### src/rtl/bank_registers_pkg.sv
// Shared types and constants for the multi-port register bank.
// Latency: n/a (declarations only).
// Backpressure: n/a.
package bank_registers_pkg;

    localparam int NB_REG_DEF  = 5;
    localparam int NB_DATA_DEF = 32;

    // Index of the register that may be hardwired to zero
    localparam int ZERO_ADDR = 0;

    typedef enum logic {
        DUMP_IDLE = 1'b0,
        DUMP_BUSY = 1'b1
    } dump_state_t;

endpackage

### src/rtl/bank_registers_dump_ctrl.sv
// Dump sequencer: walks index 0..N_REGISTER-1, one beat per accepted handshake.
// Latency: first beat valid the cycle after dump_start_i; done pulses the cycle after the last transfer.
// Backpressure: dump_ready_i=0 holds the current index; dump_start_i is ignored while busy.
module bank_registers_dump_ctrl
    import bank_registers_pkg::*;
#(
    parameter int NB_REG     = NB_REG_DEF,
    parameter int N_REGISTER = 32
) (
    input  logic              clock_i,
    input  logic              reset_i,
    input  logic              dump_start_i,
    input  logic              dump_ready_i,
    output logic              dump_valid_o,
    output logic [NB_REG-1:0] dump_addr_o,
    output logic              dump_last_o,
    output logic              dump_done_o
);

    localparam logic [NB_REG-1:0] LAST_IDX = NB_REG'(N_REGISTER - 1);

    dump_state_t       state_q;
    logic [NB_REG-1:0] idx_q;
    logic              valid_q;
    logic              last_q;
    logic              done_q;

    // Dump FSM with registered valid/last/done; last is precomputed as idx advances
    always_ff @(posedge clock_i) begin
        if (!reset_i) begin
            state_q <= DUMP_IDLE;
            idx_q   <= '0;
            valid_q <= 1'b0;
            last_q  <= 1'b0;
            done_q  <= 1'b0;
        end else begin
            done_q <= 1'b0;
            case (state_q)
                DUMP_IDLE: begin
                    if (dump_start_i) begin
                        state_q <= DUMP_BUSY;
                        idx_q   <= '0;
                        valid_q <= 1'b1;
                        last_q  <= (LAST_IDX == '0);
                    end
                end
                DUMP_BUSY: begin
                    if (dump_ready_i) begin
                        if (last_q) begin
                            state_q <= DUMP_IDLE;
                            idx_q   <= '0;
                            valid_q <= 1'b0;
                            last_q  <= 1'b0;
                            done_q  <= 1'b1;
                        end else begin
                            idx_q  <= idx_q + NB_REG'(1);
                            last_q <= ((idx_q + NB_REG'(1)) == LAST_IDX);
                        end
                    end
                end
                default: begin
                    state_q <= DUMP_IDLE;
                    valid_q <= 1'b0;
                    last_q  <= 1'b0;
                end
            endcase
        end
    end

    assign dump_valid_o = valid_q;
    assign dump_addr_o  = idx_q;
    assign dump_last_o  = last_q;
    assign dump_done_o  = done_q;

endmodule

### src/rtl/bank_registers_mp.sv
// Multi-port register bank: N_RD_PORTS registered reads, one write, optional hardwired r0, debug dump stream.
// Latency: reads 1 cycle; dump data combinational from the array at the current dump index.
// Backpressure: dump channel is valid/ready; reads and writes are never stalled by dumping.
// Optional: define BANK_REGISTERS_BYPASS_EN for write-through forwarding into same-edge reads.
module bank_registers_mp
    import bank_registers_pkg::*;
#(
    parameter int NB_REG        = NB_REG_DEF,
    parameter int NB_DATA       = NB_DATA_DEF,
    parameter int N_REGISTER    = 32,
    parameter int N_RD_PORTS    = 2,
    parameter int HARDWIRE_ZERO = 1
) (
    input  logic                          clock_i,
    input  logic                          reset_i,
    input  logic [N_RD_PORTS-1:0]         rd_en_i,
    input  logic [N_RD_PORTS*NB_REG-1:0]  rd_addr_i,
    output logic [N_RD_PORTS*NB_DATA-1:0] rd_data_o,
    input  logic                          wr_en_i,
    input  logic [NB_REG-1:0]             wr_addr_i,
    input  logic [NB_DATA-1:0]            wr_data_i,
    input  logic                          dump_start_i,
    input  logic                          dump_ready_i,
    output logic                          dump_valid_o,
    output logic [NB_REG-1:0]             dump_addr_o,
    output logic [NB_DATA-1:0]            dump_data_o,
    output logic                          dump_last_o,
    output logic                          dump_done_o
);

    logic [NB_DATA-1:0]            regs_q [N_REGISTER];
    logic [N_RD_PORTS*NB_DATA-1:0] rd_data_q;
    logic [N_RD_PORTS*NB_DATA-1:0] rd_data_d;
    logic                          wr_ok;
    logic [NB_REG-1:0]             dump_idx;

    // Stored value as seen by readers: out-of-range and hardwired r0 read as zero
    function automatic logic [NB_DATA-1:0] lookup(input logic [NB_REG-1:0] addr);
        if (int'(addr) >= N_REGISTER)
            return '0;
        if ((HARDWIRE_ZERO != 0) && (int'(addr) == ZERO_ADDR))
            return '0;
        return regs_q[addr];
    endfunction

    // Write is accepted only for in-range addresses, and never for a hardwired r0
    always_comb begin
        wr_ok = wr_en_i && (int'(wr_addr_i) < N_REGISTER);
        if ((HARDWIRE_ZERO != 0) && (int'(wr_addr_i) == ZERO_ADDR))
            wr_ok = 1'b0;
    end

    // Register array: synchronous clear of every entry, single write port
    always_ff @(posedge clock_i) begin
        if (!reset_i) begin
            for (int i = 0; i < N_REGISTER; i++)
                regs_q[i] <= '0;
        end else if (wr_ok) begin
            regs_q[wr_addr_i] <= wr_data_i;
        end
    end

    // Per-port next read value; disabled ports hold their last result
    always_comb begin
        rd_data_d = rd_data_q;
        for (int k = 0; k < N_RD_PORTS; k++) begin
            if (rd_en_i[k]) begin
                rd_data_d[k*NB_DATA +: NB_DATA] = lookup(rd_addr_i[k*NB_REG +: NB_REG]);
`ifdef BANK_REGISTERS_BYPASS_EN
                if (wr_ok && (wr_addr_i == rd_addr_i[k*NB_REG +: NB_REG]))
                    rd_data_d[k*NB_DATA +: NB_DATA] = wr_data_i;
`endif
            end
        end
    end

    // Registered read outputs
    always_ff @(posedge clock_i) begin
        if (!reset_i)
            rd_data_q <= '0;
        else
            rd_data_q <= rd_data_d;
    end

    assign rd_data_o = rd_data_q;

    bank_registers_dump_ctrl #(
        .NB_REG     (NB_REG),
        .N_REGISTER (N_REGISTER)
    ) u_dump_ctrl (
        .clock_i      (clock_i),
        .reset_i      (reset_i),
        .dump_start_i (dump_start_i),
        .dump_ready_i (dump_ready_i),
        .dump_valid_o (dump_valid_o),
        .dump_addr_o  (dump_idx),
        .dump_last_o  (dump_last_o),
        .dump_done_o  (dump_done_o)
    );

    assign dump_addr_o = dump_idx;
    // Dump data tracks the array directly, so a write to the held index shows up the next cycle
    assign dump_data_o = lookup(dump_idx);

endmodule

### config.mk
export PLATFORM = sky130hd
export DESIGN_NAME = bank_registers_mp
export DESIGN_NICKNAME = d
export VERILOG_FILES = /design/src/rtl/bank_registers_pkg.sv /design/src/rtl/bank_registers_dump_ctrl.sv /design/src/rtl/bank_registers_mp.sv
export SDC_FILE = /design/constraint.sdc
export NUM_CORES = 2
export LEC_CHECK = 0
export CAP_MARGIN = 30
export CORE_ASPECT_RATIO = 0.75
export CORE_MARGIN = 2
export CORE_UTILIZATION = 54
export CTS_CLUSTER_DIAMETER = 60
export DETAILED_ROUTE_END_ITERATION = 8
export GPL_TIMING_DRIVEN = 1
export PLACE_DENSITY = 0.71
export SYNTH_ARGS = -nofsm -noshare
export SYNTH_HDL_FRONTEND = slang
export SYNTH_SLANG_ARGS = --single-unit
### constraint.sdc
create_clock -name clock_i -period 4.9 [get_ports clock_i]
set_clock_uncertainty 0.15 [all_clocks]
set_input_delay 0.98 -clock clock_i [delete_from_list [all_inputs] [get_ports clock_i]]
set_output_delay 0.98 -clock clock_i [all_outputs]
set_load 0.01 [all_outputs]
==> reports/summary.log <==
[floorplanning] Die Span X 406 µm
[synthesis] Area contributors post-synth sky130_fd_sc_hd__edfxtp_1, sky130_fd_sc_hd__mux4_2, sky130_fd_sc_hd__and2_1, sky130_fd_sc_hd__mux2i_1, sky130_fd_sc_hd__dfxtp_1
[setup_path] depth of the worst register-to-register path 4
[floorplanning] floorplan die area 124000 µm²
[power] worst supply voltage drop on vdd 0.000315 V
[synthesis] number of synthesized flops with an enable pin 1024
[global_route] wire length of the first global-routing pass 353000 µm
[route] iteration-0 DRC count of the detailed router 8915
[setup_path] critical path startpoint category flip-flop
[synthesis] synthesized area 65300 µm²
[synthesis] primary flip-flop cell chosen by synthesis mapping sky130_fd_sc_hd__edfxtp_1
[clock_network] clock tree from TritonCTS done
[global_route] largest net degree at the start of global routing 117
[synthesis] synthesized instance count 4552
[final_layout] Finished Core Util 0.615
[setup_path] critical path fanouts, max 32
[sta] f_max 205 MHz
[setup_path] maximum single-stage delay on the critical path 700 ps
[clock_network] number of clock sinks 1102
[sta] final period demand of the worst path 4880 ps
[route] number of DRC violations after detailed routing 0
[synthesis] area share of the leading cell type in the synthesized netlist 0.471
[placement] dpl hpwl 157000 µm
[hold_path] hold path depth 2
[placement] placer congestion estimate 0.952
[power] Power per Cell Area 324 nW/µm²
[final_layout] most common library cell in the layout ignoring fill and taps sky130_fd_sc_hd__and2_1
[final_layout] top library cells by usage in the layout, fill and taps aside sky130_fd_sc_hd__and2_1, sky130_fd_sc_hd__edfxtp_1, sky130_fd_sc_hd__mux4_2
[setup_path] critical-path cell list nand3b_1 > buf_4 > o22ai_1 > a211o_1 > a21oi_1 > clkdlybuf4s50_1
[sta] Max Slew Vio Count 0
[synthesis] post-synthesis cell type with the largest combined area sky130_fd_sc_hd__edfxtp_1
[final_layout] area of combinational cells with multiple inputs 31400 µm²
[setup_path] family of cells with the greatest summed delay on the critical path buffers and inverters
[route] Total Wirelength 256000 µm
[hold_path] HP Start u_dump_ctrl.dump_valid_o
[setup_path] capturing point of the worst reg2reg path rd_data_o[10]
[setup_path] data required time at the worst endpoint 3770 ps
[clock_network] # resized after CTS 0
[route] WL/cell 40.6 µm
[clock_network] deepest clock path buffer count 3
[floorplanning] I/O pin total 158
[global_route] total grt overflow 0
[hold_path] path category of the worst min-delay check reg2reg
[synthesis] distinct cell type count after synthesis 54
[final_layout] Register Area 32300 µm²
[setup_path] sort of element at the end of the critical path output port
[placement] cell area after placement 69800 µm²
[sta] Relative slew margins 0.266
[placement] post-placement setup slack 860 ps
[clock_network] hold buffer count at CTS 0
[route] Via Count 47900
[synthesis] fraction of the yosys area taken by sequential cells 0.495
[sta] total negative slack for setup checks 0 ps
[run] max-cap check violation count 0
[route] number of nets with antenna violations after routing 0
[synthesis] fraction of registers with async set or reset after synthesis 0
[sta] setup repair after global routing missed its margin no
[sta] setup slack of the critical path after layout 20.2 ps
[floorplanning] Initial Utilization 0.544
[global_route] antenna violations before repair 22
[setup_path] Bufs and invs on worst path 2
[final_layout] Finished Cell Area 73800 µm²
[synthesis] flip-flop and latch count after synthesis 1102
[final_layout] net count reported at finish 4609
[synthesis] mean area per synthesized cell 14.3 µm²
[sta] pin slew with the least headroom to its limit 1100 ps
[setup_path] arrival time reported for the critical path endpoint 3750 ps
[clock_network] TritonCTS Buffers 111
[final_layout] Filler Cell Count 8930
[sta] final cycle utilization of the critical path 0.996
[global_route] number of global-route vias before repair 45900
[final_layout] layout overhead on the synthesized area 13.0%
[clock_network] number of levels in the clock H-tree 3
[route] detailed-router iteration count before antenna repair 7
[final_layout] fraction of final layout cells sized beyond drive strength 1 0.240
[setup_path] start-to-end type of the worst setup path reg2out
[clock_network] post-CTS setup buffer count 0
[sta] Hold Vio Cnt, Final 0
[hold_path] end of the worst hold path u_dump_ctrl.dump_valid_o
[route] per-cell via count in the routed design 7.60
[floorplanning] FP Rows 110
[synthesis] Yosys Warn Count 0
[status] outcome finished, final reports clean
[clock_network] clock-pin slew reported for the worst setup and hold paths after clock tree synthesis 60 ps
[clock_network] source-to-sink clock delay at the later pin of the worst-skew pair 760 ps
[setup_path] cell with the biggest individual delay on the critical path sky130_fd_sc_hd__dfxtp_4
[setup_path] R2R setup slack 2680 ps
[placement] PortBufs 157
[floorplanning] chip height 305 µm
[global_route] Overall Global Routing Usage 0.411
[setup_path] worst reg2reg path startpoint regs_q[11][10]
[floorplanning] core region area 120000 µm²
[power] Leakage 25.0 nW
[sta] setup-violating endpoint count in the final report 0
[clock_network] clock root buffer sky130_fd_sc_hd__clkbuf_16
[sta] final hold slack 380 ps
==> final cells by class <==
class / instances / area share
repair buffers: 373 / 0.0548
well taps: 1624 / 0.0275
multi-input cells: 2960 / 0.425
inverters: 4 / 0.000220
clock buffers: 135 / 0.0401
diodes: 23 / 0.000780
clock inverters: 76 / 0.0134
flip-flops and latches: 1102 / 0.438
==> worst reg2reg max path, cell delays in order (launching register included) <==
cell and delay, ps:
sky130_fd_sc_hd__edfxtp_1 430, sky130_fd_sc_hd__mux4_2 470, sky130_fd_sc_hd__nor2b_1 140, sky130_fd_sc_hd__a211oi_1 730, sky130_fd_sc_hd__o311ai_1 150
==> registers in the layout, indices dropped and copies added (netlist names), named ones only <==
register                  count
regs_q                     1024
rd_data_o                    64
u_dump_ctrl.dump_last_o       1
u_dump_ctrl.dump_done_o       1
u_dump_ctrl.dump_valid_o      1
u_dump_ctrl.dump_addr_o       5
u_dump_ctrl.state_q           1
==> per-stage QoR <==
stage | cells | total power, mW
after floorplan | 4583 | 13.2
after global placement | 6052 | 14.5
after detailed placement | 6063 | 14.5
after CTS | 6274 | 23.7
after global routing | 6279 | 24.3
final | 6297 | 23.9
==> logic make-up after synthesis <==
family,after synthesis,synth area share
DFF,1102,0.495
and+or+nand+nor,1236,0.117
adders and majority gates,3,0.000575
muxes,1075,0.281
buffers and inverters,521,0.0372
xor gates and xnor gates,3,0.000402
AOI/OAI and AO/OA,611,0.0688
other,1,0.0000574
==> metal layers <==
metal  global-route usage  part of all wire
met1                0.542              0.34
met2                0.565              0.42
met3                0.164              0.17
met4                0.262             0.075
met5                    0           0.00040
==> worst max path at each step <==
| stage | end | slack (ps) | cells after the start |
|---|---|---|---|
| floorplan | regs_q[12][0] | 240 | 5 |
| global placement | dump_data_o[30] | 870 | 6 |
| detailed placement | dump_data_o[30] | 860 | 6 |
| CTS | dump_data_o[30] | 60 | 6 |
| global route | dump_data_o[2] | 20 | 7 |
| finish | dump_data_o[29] | 20 | 6 |
==> power breakdown <==
group          total [mW]  internal [mW]  switching (mW)  leakage (nW)
Sequential           11.4           10.8           0.528          10.4
Combinational        3.13           1.39            1.75          12.7
Clock                9.41           5.42            3.98          1.91
==> Yosys cell counts (all sizes together) (2+ instances only) <==
master,instances
and2,1033
edfxtp,1024
mux4,608
mux2i,467
clkbuf,339
buf,178
a22oi,140
a21oi,107
dfxtp,78
a221oi,72
o21ai,65
o311ai,64
or2,64
a32o,45
nor2,43
nor2b,39
a211oi,26
a21boi,26
and3,21
a211o,20
o22ai,20
a221o,12
a31oi,12
nand2,6
nand3,6
nand3b,5
ha,3
inv,3
nand4b,3
nor3,3
or3,3
or3b,3
and4b,2
or4,2
xor2,2
(Power assumes the default switching activity.)
